`src/rtl/mem_port_arbiter_pkg.sv`:
```
// Shared types for the unified-memory port arbiter: FSM states, bus widths,
// grant-source encoding and the word-alignment helper.
package mips_mem_pkg;
    localparam int ADDR_W = 32;
    localparam int DATA_W = 32;

    typedef enum logic [2:0] {
        IDLE   = 3'd0,
        D_BUSY = 3'd1,
        I_BUSY = 3'd2,
        D_DONE = 3'd3,
        I_DONE = 3'd4
    } arb_state_e;

    typedef enum logic {
        GNT_D = 1'b0,
        GNT_I = 1'b1
    } gnt_src_e;

    function automatic logic [ADDR_W-1:0] word_align(input logic [ADDR_W-1:0] a);
        return {a[ADDR_W-1:2], 2'b00};
    endfunction
endpackage

```
`src/rtl/mem_port_arbiter_if.sv`:
```
// Single-port memory req/ack bus; master is the arbiter, slave is the memory.
interface mem_port_arbiter_if;
    import mips_mem_pkg::*;

    logic              req;
    logic              we;
    logic [ADDR_W-1:0] addr;
    logic [DATA_W-1:0] wdata;
    logic              ack;
    logic [DATA_W-1:0] rdata;

    modport master (output req, we, addr, wdata, input ack, rdata);
    modport slave  (input req, we, addr, wdata, output ack, rdata);
endinterface

```
`src/rtl/mem_wait_timer.sv`:
```
// Wait-cycle counter for a BUSY access; expired flags the last allowed cycle.
module mem_wait_timer #(
    parameter int TIMEOUT = 16
) (
    input  logic clk,
    input  logic reset,
    input  logic clr,
    input  logic en,
    output logic expired
);
    localparam int W = $clog2(TIMEOUT) + 1;

    logic [W-1:0] count;

    assign expired = (count == W'(TIMEOUT - 1));

    always_ff @(posedge clk or posedge reset) begin
        if (reset)                count <= '0;
        else if (clr)             count <= '0;
        else if (en && !expired)  count <= count + W'(1);
    end
endmodule

```
`src/rtl/mem_port_arbiter.sv`:
```
// Arbitrates IF fetch and MEM-stage data accesses onto one req/ack memory port,
// producing done pulses and pipeline stalls for both requesters.
module mem_port_arbiter
    import mips_mem_pkg::*;
#(
    parameter int TIMEOUT      = 16,
    parameter int STARVE_LIMIT = 4
) (
    input  logic              clk,
    input  logic              reset,
    input  logic              d_read,
    input  logic              d_write,
    input  logic [ADDR_W-1:0] d_addr,
    input  logic [DATA_W-1:0] d_wdata,
    output logic              d_done,
    output logic [DATA_W-1:0] d_rdata,
    output logic              d_err,
    output logic              stall_mem,
    input  logic              i_req,
    input  logic [ADDR_W-1:0] i_addr,
    output logic              i_done,
    output logic [DATA_W-1:0] i_rdata,
    output logic              i_err,
    output logic              stall_if,
    mem_port_arbiter_if.master mem
);
    localparam int SW = $clog2(STARVE_LIMIT + 1);
    localparam logic [SW-1:0] STARVE_MAX = SW'(STARVE_LIMIT);

    arb_state_e    state, state_nxt;
    logic [SW-1:0] starve, starve_nxt;
    gnt_src_e      gsrc;
    logic          dreq, grant, mis_done, busy_end, end_err, expired;

    assign dreq      = d_read | d_write;
    assign stall_mem = dreq & ~d_done;
    assign stall_if  = i_req & ~i_done;

    mem_wait_timer #(.TIMEOUT(TIMEOUT)) u_timer (
        .clk     (clk),
        .reset   (reset),
        .clr     (grant),
        .en      (state == D_BUSY || state == I_BUSY),
        .expired (expired)
    );

    always_ff @(posedge clk or posedge reset) begin
        if (reset) begin
            state  <= IDLE;
            starve <= '0;
        end else begin
            state  <= state_nxt;
            starve <= starve_nxt;
        end
    end

    always_comb begin
        state_nxt  = state;
        starve_nxt = starve;
        gsrc       = GNT_D;
        grant      = 1'b0;
        mis_done   = 1'b0;
        busy_end   = 1'b0;
        end_err    = 1'b0;
        case (state)
            IDLE: begin
                // Data wins unless fetch has already lost STARVE_LIMIT times in a row.
                if (dreq && (!i_req || starve < STARVE_MAX)) begin
                    if (i_req) starve_nxt = starve + SW'(1);
                    if (d_addr[1:0] != 2'b00) begin
                        mis_done  = 1'b1;
                        state_nxt = D_DONE;
                    end else begin
                        grant     = 1'b1;
                        state_nxt = D_BUSY;
                    end
                end else if (i_req) begin
                    gsrc       = GNT_I;
                    starve_nxt = '0;
                    grant      = 1'b1;
                    state_nxt  = I_BUSY;
                end
            end
            D_BUSY, I_BUSY: begin
                if (mem.ack || expired) begin
                    busy_end  = 1'b1;
                    end_err   = ~mem.ack;
                    state_nxt = (state == D_BUSY) ? D_DONE : I_DONE;
                end
            end
            default: state_nxt = IDLE;
        endcase
    end

    always_ff @(posedge clk or posedge reset) begin
        if (reset) begin
            mem.req   <= 1'b0;
            mem.we    <= 1'b0;
            mem.addr  <= '0;
            mem.wdata <= '0;
            d_done    <= 1'b0;
            d_rdata   <= '0;
            d_err     <= 1'b0;
            i_done    <= 1'b0;
            i_rdata   <= '0;
            i_err     <= 1'b0;
        end else begin
            d_done <= 1'b0;
            i_done <= 1'b0;
            if (grant) begin
                mem.req   <= 1'b1;
                mem.we    <= (gsrc == GNT_D) && d_write;
                mem.addr  <= word_align((gsrc == GNT_D) ? d_addr : i_addr);
                mem.wdata <= d_wdata;
            end
            if (mis_done) begin
                d_done  <= 1'b1;
                d_err   <= 1'b1;
                d_rdata <= '0;
            end
            if (busy_end) begin
                mem.req <= 1'b0;
                if (state == D_BUSY) begin
                    d_done  <= 1'b1;
                    d_err   <= end_err;
                    d_rdata <= (end_err || mem.we) ? '0 : mem.rdata;
                end else begin
                    i_done  <= 1'b1;
                    i_err   <= end_err;
                    i_rdata <= end_err ? '0 : mem.rdata;
                end
            end
        end
    end
endmodule

```
`src/flat_wrapper.sv`:
```
// flat-port wrapper written by rule: the top's interface ports become plain ports
module mem_port_arbiter_flat import mips_mem_pkg::*;
#(
    parameter int TIMEOUT      = 16,
    parameter int STARVE_LIMIT = 4
)
  (clk, reset, d_read, d_write, d_addr, d_wdata, d_done, d_rdata, d_err, stall_mem, i_req, i_addr, i_done, i_rdata, i_err, stall_if, mem_req, mem_we, mem_addr, mem_wdata, mem_ack, mem_rdata);
  mem_port_arbiter_if mem_i ();
  input  logic clk;
  input  logic reset;
  input  logic d_read;
  input  logic d_write;
  input  logic [ADDR_W-1:0] d_addr;
  input  logic [DATA_W-1:0] d_wdata;
  output logic d_done;
  output logic [DATA_W-1:0] d_rdata;
  output logic d_err;
  output logic stall_mem;
  input  logic i_req;
  input  logic [ADDR_W-1:0] i_addr;
  output logic i_done;
  output logic [DATA_W-1:0] i_rdata;
  output logic i_err;
  output logic stall_if;
  output wire logic [$bits(mem_i.req)-1:0] mem_req;
  output wire logic [$bits(mem_i.we)-1:0] mem_we;
  output wire logic [$bits(mem_i.addr)-1:0] mem_addr;
  output wire logic [$bits(mem_i.wdata)-1:0] mem_wdata;
  input wire logic [$bits(mem_i.ack)-1:0] mem_ack;
  input wire logic [$bits(mem_i.rdata)-1:0] mem_rdata;
  assign mem_req = mem_i.req;
  assign mem_we = mem_i.we;
  assign mem_addr = mem_i.addr;
  assign mem_wdata = mem_i.wdata;
  assign mem_i.ack = mem_ack;
  assign mem_i.rdata = mem_rdata;
  mem_port_arbiter #(.TIMEOUT(TIMEOUT), .STARVE_LIMIT(STARVE_LIMIT)) u_core (.clk(clk), .reset(reset), .d_read(d_read), .d_write(d_write), .d_addr(d_addr), .d_wdata(d_wdata), .d_done(d_done), .d_rdata(d_rdata), .d_err(d_err), .stall_mem(stall_mem), .i_req(i_req), .i_addr(i_addr), .i_done(i_done), .i_rdata(i_rdata), .i_err(i_err), .stall_if(stall_if), .mem(mem_i));
endmodule
```
`config.mk`:
```
export PLATFORM = sky130hd
export DESIGN_NAME = mem_port_arbiter_flat
export DESIGN_NICKNAME = d
export VERILOG_FILES = /design/src/rtl/mem_port_arbiter_pkg.sv /design/src/rtl/mem_port_arbiter_if.sv /design/src/rtl/mem_wait_timer.sv /design/src/rtl/mem_port_arbiter.sv /design/src/flat_wrapper.sv
export SDC_FILE = /design/constraint.sdc
export NUM_CORES = 1
export LEC_CHECK = 0
export CAP_MARGIN = 5
export CORE_MARGIN = 10
export CORE_UTILIZATION = 45
export DETAILED_ROUTE_END_ITERATION = 12
export GPL_ROUTABILITY_DRIVEN = 0
export PLACE_DENSITY = 0.86
export RECOVER_POWER = 50
export SYNTH_ARGS = -nofsm -noshare
export SYNTH_HDL_FRONTEND = slang
export SYNTH_SLANG_ARGS = --single-unit
export TNS_END_PERCENT = 20
```
`constraint.sdc`:
```
create_clock -name clk -period 8.1 [get_ports clk]
set_input_delay 1.62 -clock clk [delete_from_list [all_inputs] [get_ports clk]]
set_output_delay 1.62 -clock clk [all_outputs]
set_load 0.005 [all_outputs]
```
* Yosys cells after proc, flatten, opt, wreduce, memory -nomap -nowiden *
Index checks and enable logic that the tools add are counted.

cells by class
  eq/ne operators = 5
  $add $sub $neg = 2
  reductions and logical operators = 17
  bitwise operators = 8
  order comparisons = 1
  muxes and demuxes = 40

operators by type and width
  cell                                                                    count
  32-bit two-way mux                                                      6
  1-bit two-way mux                                                       23
  3-bit two-way mux                                                       7
  5-bit two-way mux                                                       2
  3-bit one-hot mux with 2 select lines                                   1
  2-bit AND reduction                                                     3
  2-bit nonzero test                                                      3
  5-bit by 1-bit adder with 5-bit output (second input constant)          1
  5-bit by 4-bit equality test with 1-bit output (second input constant)  1
  1-bit NOT                                                               5
  1-bit logical OR                                                        4
  3-bit by 1-bit adder with 3-bit output (second input constant)          1
  3-bit by 1-bit equality test with 1-bit output (second input constant)  1
  3-bit by 2-bit equality test with 1-bit output (second input constant)  1
  1-bit logical AND                                                       3
  3-bit zero test                                                         1
  3-bit < comparator (second input constant)                              1
  3-bit by 2-bit != test with 1-bit output (second input constant)        1
  1-bit bitwise AND                                                       2
  1-bit zero test                                                         2
  2-bit two-way mux                                                       1
  2-bit by 1-bit != test with 1-bit output (second input constant)        1
  2-bit OR reduction                                                      1
  1-bit bitwise OR                                                        1

storage, ports and cells
  word-level logic and storage cells = 86
  output and inout bits = 136
  bits of input ports = 134
  flip-flop bits (word level) = 143

* Depth between registers and ports, before layout *
Gate-level depths: netlist of run 1.

  word-level depth = 8
  depth in mapped cells = 9
  mapped depth without buffers = 8

* By module *
A second synthesis of run 1 with hierarchy kept.

second synthesis, totals
  cells, all modules = 395
  area, all modules = 6015.8 um^2

by module, submodules not included
  module            cells each  area an instance (um^2)  times used
  mem_port_arbiter  371         5751.8                   1
  mem_wait_timer    24          264.0                    1

* Least setup slack after synthesis of run 1 *
OpenSTA, ideal clock, no wires.

  path kind = input to output
  start = in i_req
  end = out stall_if
  slack = 4729 ps
  data arrival time = 1751 ps
  buffers on the path = 0
  required time = 6480 ps
  cell stages on the path = 1
  cells stage by stage = nor2b_1

on the way
  longest elaborated chain between the ends = 1

RTL lines
  what                line                    text
  start: declaration  flat_wrapper.sv:19      input logic i_req;
  1-bit bitwise AND   mem_port_arbiter.sv:37  assign stall_if = i_req & ~i_done;
  end: declaration    flat_wrapper.sv:24      output logic stall_if;

Every way passes these cells.

* Worst setup path after layout of run 1 *
  start = in d_write
  end = out stall_mem

on the way
  longest elaborated chain between the ends = 2

RTL lines
  what                line                    text
  start: declaration  flat_wrapper.sv:12      input logic d_write;
  1-bit bitwise OR    mem_port_arbiter.sv:35  assign dreq = d_read | d_write;
  1-bit bitwise AND   mem_port_arbiter.sv:36  assign stall_mem = dreq & ~d_done;
  end: declaration    flat_wrapper.sv:18      output logic stall_mem;

Every way passes these cells.

==> results summary, run 1 <==
The flow ran to the end, but the final reports show violations. The checks that failed: max-capacitance violations, max-slew violations. VDD sags by at most ~0.00023 V. For this run, global-route usage on met3 was measured as between 10% and 20%. The TritonCTS clock tree is built. The number of nets in the finished design came out at between 700 and 800. The number of port buffers is between 200 and 300. For this run, global-route usage on met2 was measured as between 30% and 40%. The final number of hold-violating endpoints came out at 0.

The total CTS buffers is 17. In the global route stage, met1 resource usage came out at between 20 and 25%. The reported max-cap violation count is 3. The antenna violation net count after detailed routing is 0. The clock tree skew after final layout is about 0.010 ns.

The HPWL after detailed placement is between 10000 and 15000 um. The total design power is 3.347 mW. The core box area is about 13000 um2.

The first global-routing pass estimated about 28000 um of wire. The shortest period the worst path allows is 4.492 ns. The detail-routed via count per cell came out at 5.233. The number of detailed-routing iterations run before antenna repair is 4. The overall fraction of global-route tracks in use is 19.90%.

Derived from the worst setup path, the maximum achievable clock frequency is between 200 and 250 MHz. The die area came out at approximately 18000 um2. The power density over cell area is 361.8 nW/um2. The count of different cell masters after synthesis is 35. Buffers added to address setup during post-CTS repair amount to 0. The number of cell rows is 42. The number of H-tree levels is 4. The detailed router's first-iteration violation count came out at 190. The root buffer cell chosen for the clock tree is sky130_fd_sc_hd__clkbuf_16.

After synthesis, the mean cell area works out to 15.18 um2. The clock latency on the worst-skew pair came out at slightly above 0.4 ns. The maximum count of clock buffers along a single path came out at 2. The multi-input gate area in the final layout is 2231 um2. The cell that appears most often on the critical path is sky130_fd_sc_hd__nor2_1. The startpoint type of the worst setup path is an input port.

STA classifies the critical path endpoint as an output port. The final-report setup violation count is 0. The y dimension of the die came out at approximately 140 um. After filler insertion, the fill cell instance count of the layout stands at roughly 860. The leftover overflow at the end of global routing came out at 0. The post-cts hold buffer count came out at 0. The cell leakage power is approximately 4.3 nW. The number of pins exceeding their max-slew limit in the final report was between 100 and 150. The count of unresolved DRC violations after routing came out at 0. The total wirelength of the detailed-routed design is around 19000 um.

After detailed routing, the average wire length per cell comes to 22.11 um. STA puts the critical path data required time at around 6.5 ns. Setup repair after global routing left no endpoint under its margin. 0 antenna diodes ended up in the layout. The initial utilization of the core area, before any placement, comes to 45.69%. The number of antenna violations at the first check in global routing came out at 0. The total via count in the routed design is 4411. Synthesis inferred around 140 register bits. The start-to-end type of the worst setup path is input port to output port. From synthesis to final layout, the design area changed by 53.52%.

The aggregate negative setup slack is 0 ns. The biggest fanout along the worst timing path is 4. The cell area after synthesis is 6027 um2. The count of instances resized after the clock tree is built came out at 0. Sequential elements use 59.37% of the synthesized area. The critical path goes through dlygate4sd3_1 -> nor2_1 -> nor2_1 -> clkdlybuf4s50_1. Synthesis produced 397 cells.

Registers take around 3600 um2. The number of warnings issued by yosys is 0. The largest single stage delay on the critical path is about 0.59 ns. After layout, the worst path uses between 50% and 60% of the clock period. The slowest stage of the critical path belongs to the cell sky130_fd_sc_hd__dlygate4sd3_1.

The I/O pin count is 270. The share of layout cells above drive strength 1 is around a fifth. The routing layer with the top usage in global route is met2. The clock-pin slew on the worst setup and hold paths came out at 0.05 ns. The number of global-route vias before repair is roughly 4900.

The slew at the pin closest to its max-slew limit is ~2.5 ns. The data arrival time at the worst-slack endpoint came out at 2.87 ns. The class of the most critical hold timing path is register to register. The floorplan step set the die width to roughly 140 um. The number of clock sinks is roughly 140. The maximum number of pins on one net before global-route repair came out at 87. The worst relative slew slack came out at -68.68%.
-- flip-flops by register name, summed over array words and instances (netlist names) --
register and flops:
u_core.u_timer.count 5, u_core.mem.wdata 32, u_core.d_err 1, u_core.d_rdata 32, u_core.i_done 1, u_core.d_done 1
u_core.mem.addr 30, u_core.mem.we 1, u_core.mem.req 1, u_core.starve 3, u_core.i_err 1, u_core.i_rdata 32
u_core.state 3
-- area by class of cell --
type	instances	area share, %
clock buffers	21	4.976
well taps	176	2.380
clock inverters	8	0.7302
repair buffers	269	28.91
flip-flops and latches	143	38.67
multi-input cells	221	24.11
inverters	5	0.2164
-- final timing paths --
kind                                    startpoint                    to  slack, ns  cells past startpoint
setup / recovery                           d_write             stall_mem       3.61                      4
setup reg to reg           u_core.u_timer.count[0]          u_core.d_err       5.17                      8
hold reg to reg                 u_core.i_rdata[23]    u_core.i_rdata[23]       0.50                      1
min in group asynchronous                    reset  u_core.mem.wdata[10]       2.35                      2
hold / removal                  u_core.i_rdata[23]    u_core.i_rdata[23]       0.50                      1
max in group asynchronous                    reset     u_core.i_rdata[2]       3.76                      3
-- metrics by stage --
step | std cells | setup slack (ns) | util [%] | hold WS (ns) | instance area (um2)
after floorplan | 398 | 2.642 | - | 0.4771 | 6031
after global placement | 814 | 3.600 | 66.42 | 0.4871 | 8761
after detailed placement | 814 | 3.591 | 66.42 | 0.4901 | 8761
after CTS | 843 | 3.589 | 70.42 | 0.5069 | 9289
after global routing | 843 | 3.222 | 70.15 | 0.5109 | 9253
final | 843 | 3.608 | 70.15 | 0.4987 | 9253
-- routing by layer --
| layer | vias up | part of all wire [%] |
|---|---|---|
| met3 | 20 | 12 |
| met5 | - | 0 |
| li1 | 1980 | - |
| met4 | 0 | 1.2 |
| met2 | 211 | 48 |
| met1 | 2200 | 39 |
-- critical path, delay by kind of cell --
kind | cells | cell delay, ns
buffers and inverters | 2 | 1.09
and+or+nand+nor | 2 | 0.15
-- kinds of logic after synthesis --
kind of cell	count (synthesis)	synth area share [%]
buffers and inverters	34	3.488
xor gates and xnor gates	5	0.7267
other	1	0.06222
and+or+nand+nor	34	2.948
adders and majority gates	3	0.6229
DFF	143	59.37
muxes	94	21.28
AOI/OAI and AO/OA	83	11.50
-- cells in the final DEF, fill, tap and decap left out, types with 2 or more instances in the layout --
cell                                n
sky130_fd_sc_hd__clkdlybuf4s50_1  150
sky130_fd_sc_hd__dfrtp_1          143
sky130_fd_sc_hd__dlygate4sd3_1    115
sky130_fd_sc_hd__a22o_1            65
sky130_fd_sc_hd__mux2_4            60
sky130_fd_sc_hd__mux2_2            33
sky130_fd_sc_hd__clkbuf_16         17
sky130_fd_sc_hd__nor2_1            14
sky130_fd_sc_hd__clkinv_2           6
sky130_fd_sc_hd__nor3_1             4
sky130_fd_sc_hd__o21ai_0            4
sky130_fd_sc_hd__inv_1              4
sky130_fd_sc_hd__a21oi_1            4
sky130_fd_sc_hd__clkbuf_1           4
sky130_fd_sc_hd__nand2_1            3
sky130_fd_sc_hd__nand3_1            3
sky130_fd_sc_hd__xor2_1             3
sky130_fd_sc_hd__ha_1               3
sky130_fd_sc_hd__and2_1             2
sky130_fd_sc_hd__and3_1             2
sky130_fd_sc_hd__nor2b_1            2
sky130_fd_sc_hd__o21a_1             2
sky130_fd_sc_hd__xnor2_1            2
sky130_fd_sc_hd__conb_1             2
sky130_fd_sc_hd__clkbuf_8           2
sky130_fd_sc_hd__buf_4              2
-- where the power goes --
part	switching, mW	total [mW]	internal [mW]
sequential	0.194	1.25	1.05
combinational	0.523	1.40	0.877
clock	0.272	0.701	0.429
-- cells in the mapped netlist --
master | number | area share [%]
sky130_fd_sc_hd__dfrtp_1 | 143 | 59
sky130_fd_sc_hd__a22o_1 | 65 | 9.4
sky130_fd_sc_hd__mux2_4 | 60 | 15
sky130_fd_sc_hd__mux2_2 | 33 | 6.2
sky130_fd_sc_hd__nor2_1 | 15 | 0.93
sky130_fd_sc_hd__clkbuf_1 | 11 | 0.69
sky130_fd_sc_hd__buf_6 | 8 | 1.5
sky130_fd_sc_hd__buf_2 | 6 | 0.50
sky130_fd_sc_hd__inv_1 | 5 | 0.31
sky130_fd_sc_hd__a21oi_1 | 4 | 0.33
sky130_fd_sc_hd__buf_4 | 4 | 0.50
sky130_fd_sc_hd__nor3_1 | 4 | 0.33
sky130_fd_sc_hd__ha_1 | 3 | 0.62
sky130_fd_sc_hd__nand2_1 | 3 | 0.19
sky130_fd_sc_hd__nand3_1 | 3 | 0.25
sky130_fd_sc_hd__o21a_1 | 3 | 0.37
sky130_fd_sc_hd__o21ai_0 | 3 | 0.25
sky130_fd_sc_hd__xor2_1 | 3 | 0.44
sky130_fd_sc_hd__and2_1 | 2 | 0.21
sky130_fd_sc_hd__and3_1 | 2 | 0.21
sky130_fd_sc_hd__nor2b_1 | 2 | 0.21
sky130_fd_sc_hd__xnor2_1 | 2 | 0.29
sky130_fd_sc_hd__a211oi_1 | 1 | 0.12
sky130_fd_sc_hd__a2bb2oi_1 | 1 | 0.15
sky130_fd_sc_hd__a31oi_1 | 1 | 0.10
sky130_fd_sc_hd__conb_1 | 1 | 0.062
sky130_fd_sc_hd__mux2i_1 | 1 | 0.17
sky130_fd_sc_hd__nand2_2 | 1 | 0.10
sky130_fd_sc_hd__nor3b_1 | 1 | 0.12
sky130_fd_sc_hd__nor4b_4 | 1 | 0.39
sky130_fd_sc_hd__o21ai_1 | 1 | 0.083
sky130_fd_sc_hd__o22ai_1 | 1 | 0.10
sky130_fd_sc_hd__o2bb2ai_2 | 1 | 0.25
sky130_fd_sc_hd__o31ai_1 | 1 | 0.12
sky130_fd_sc_hd__o32a_1 | 1 | 0.17
(Power assumes the default switching activity.)
==> run 2: changes to the inputs <==
--- a/config.mk
+++ b/config.mk
@@ -7,10 +7,10 @@
 export LEC_CHECK = 0
 export CAP_MARGIN = 5
 export CORE_MARGIN = 10
-export CORE_UTILIZATION = 45
+export CORE_UTILIZATION = 38
 export DETAILED_ROUTE_END_ITERATION = 12
 export GPL_ROUTABILITY_DRIVEN = 0
-export PLACE_DENSITY = 0.86
+export PLACE_DENSITY = 0.77
 export RECOVER_POWER = 50
 export SYNTH_ARGS = -nofsm -noshare
 export SYNTH_HDL_FRONTEND = slang
==> constraint.sdc (replaced) <==
create_clock -name clk -period 4.1 [get_ports clk]
set_input_delay 0.82 -clock clk [delete_from_list [all_inputs] [get_ports clk]]
set_output_delay 0.82 -clock clk [all_outputs]
set_load 0.005 [all_outputs]
==> run 2 against run 1 <==
  * The flow still finishes with violations (max-capacitance violations, max-slew violations)
  * Clock-buffer cell count decreased by 3
  * First-iteration DRC count down 16%
  * Final area rose by 1.8%
  * Routed wire length down 3.7%
  * Setup slack worse by 2.5 ns
  * Global-route usage decreased by 3.1 points
  * Flip-flop and latch count unchanged
  * Die area rose by 16%
  * Combinational power rose by 110%
  * Total power rose by 110%
  * Utilization down 8.9 points
  * Register-to-register slack got worse by 4.0 ns
  * Critical endpoint is now stall_if
  * Largest cell class unchanged
  * Highest routed layer unchanged
==> results summary, run 2 (same netlist as run 1, synthesis figures left out) <==
The run finished, with violations left. The checks that failed: max-capacitance violations, max-slew violations. The cell leakage power is about 4.2 nW. The H-tree was split into 4 levels. The post-layout worst setup margin is roughly 1.1 ns.

The clock tree skew after final layout is 0.01057 ns. The die area is 21300 um2. The number of nets in the finished design is between 700 and 800. The number of port buffers is 265.

The antenna violation net count after detailed routing came out at 0. The core box area is between 15000 and 20000 um2. After clock tree synthesis, the clock-pin slew on the worst setup and hold paths is about 0.050 ns. In the final layout, the registers with the most flip-flops are u_core.d_rdata: 32 flops, u_core.i_rdata: 32 flops, u_core.mem.wdata: 32 flops. For this run, the detailed router's first-pass iteration total came to 4.

After detailed routing, the number of vias per cell comes to 4.938. The data arrival time at the worst-slack endpoint came out at around 2.2 ns. The clock latency on the worst-skew pair came out at a little over 0.4 ns. The required time at the worst-slack endpoint is approximately 3.3 ns. The setup slack after placement is approximately 0.9 ns. The worst register-to-register path has a setup slack of 1.22 ns. The worst relative slew slack is -37.06%. The min-delay analysis places its worst path in the category register to register.

The met3 usage in global routing is under 10%. The slew at the pin closest to its max-slew limit is between 2 and 2.5 ns. The reported max-cap violation count is 3. The worst path needs a little over 3 ns of the cycle, external delays included.

The number of antenna violations at the first check in global routing came to 0. The overall fraction of global-route tracks in use is 16.84%. The number of clock sinks is 143. The power density over cell area is ~730 nW/um2. The cell count of the worst reg-to-reg path came out at 6. The number of global-route vias before repair is a little under 5000. The biggest fanout along the worst timing path is 7. The post-CTS setup buffer count came out at 0.

The total design power is around 7 mW. In this run the critical register-to-register path is launched from u_core.u_timer.count[0]. The worst setup path is launched from an input port. The largest vdd supply drop came out at about 0.00037 V. The critical path is of the input port to output port type. Detailed routing inserted a total of between 4000 and 5000 vias. The y dimension of the die is between 100 and 150 um. After legalization and detailed placement, the total HPWL measured about 13000 um. The count of unresolved DRC violations after routing came out at 0.

The maximum achievable frequency came out at 329.0 MHz. The repair_antennas step left the layout with diodes totalling 0. The number of pins exceeding their max-slew limit in the final report came out at between 150 and 200. The final routed wire length divided by cell count came out at 20.29 um.

The aggregate negative setup slack came out at 0 ns. The count of instances resized after the clock tree is built came out at 0. The clock root buffer master is sky130_fd_sc_hd__clkbuf_16. The routing layer with the top usage in global route is met2. Wires add up to ~18000 um. In the final layout, the multi-input gates occupy between 2000 and 2500 um2. The share of layout cells above drive strength 1 came out at between 20% and 30%.

In this run the worst setup path begins at i_req. The met2 track utilization from global routing is a little over a quarter. The detailed router's first-iteration violation count came out at between 150 and 200. The kind of end point of the critical path is an output port. The final-report setup violation count came out at 0. Setup repair after global routing left no endpoint under its margin. The filler cell count is between 1000 and 1500. Entering global routing, the biggest net connects between 80 and 90 pins. The maximum count of clock buffers along a single path is 2.

The layout-stage area growth over the synthesis result is 56.22%. Summing all flip-flop and latch instances after layout gives roughly 3600 um2. The leftover overflow at the end of global routing came out at 0. The initialized floorplan defines between 40 and 50 standard-cell rows. The first global-routing pass estimated between 20000 and 30000 um of wire. The library cell used most frequently in the layout, excluding fill and tap cells, is sky130_fd_sc_hd__clkdlybuf4s50_1. Leaving out fill and tap cells, the most frequent cells in the layout are 237 x sky130_fd_sc_hd__clkdlybuf4s50_1, 143 x sky130_fd_sc_hd__dfrtp_1, 65 x sky130_fd_sc_hd__a22o_1.

The starting density of the core came out at between 30 and 40%. TritonCTS built the clock tree. The final number of hold-violating endpoints is 0. Following the worst setup path forward leads to its endpoint at stall_if.

For met1 alone, demand over resource in global routing was 20.31%. The post-cts hold buffer count is 0. The part of the cycle the worst path needs came out at between 70% and 80%.

The total CTS buffers is 17. The I/O pin count came out at between 200 and 300. In this run the horizontal extent of the chip is approximately 150 um.

The endpoint of the lowest-slack register-to-register path is u_core.i_rdata[19].
run 2: report_power, final:
group | total (mW) | internal (mW) | switching (mW)
registers | 2.48 | 2.08 | 0.396
logic | 2.87 | 1.88 | 0.990
clock network | 1.55 | 0.972 | 0.580
total | 6.90 | 4.94 | 1.97
run 2: layout make-up:
class | instances | share of cell area [%]
multi-input combinational | 221 | 23.69
inverter | 5 | 0.2126
sequential | 143 | 38.01
clock buffer | 18 | 4.664
clock inverter | 13 | 1.701
timing repair buffer | 274 | 28.92
tap | 211 | 2.804
run 2: per-layer routing:
metal	vias to the layer above	share of wire, %
met2	204	46
li1	1986	-
met3	14	10
met1	2166	42
met5	-	0
met4	0	1.1
run 2: metrics by stage:
step	utilization [%]	area, um2	cells	hold WS [ns]
detailed placement	57.68	8866	854	0.4885
floorplan	-	6035	398	0.4771
global placement	57.68	8866	854	0.4762
CTS	61.58	9465	885	0.5060
global route	61.25	9415	885	0.5085
finish	61.25	9415	885	0.4926
run 2: worst max-delay path, cell delays in order:
cell and delay (ns):
sky130_fd_sc_hd__dlygate4sd3_1 0.72, sky130_fd_sc_hd__nor2b_1 0.17, sky130_fd_sc_hd__clkdlybuf4s50_1 0.51
run 2: worst min path at each step:
stage	start	to	cells after the start
after floorplan	u_core.starve[1]	u_core.starve[1]	1
after global placement	u_core.d_err	u_core.d_err	1
after detailed placement	u_core.d_err	u_core.d_err	1
after CTS	u_core.i_err	u_core.i_err	2
after global routing	u_core.mem.addr[21]	u_core.mem.addr[21]	1
final	u_core.i_err	u_core.i_err	2
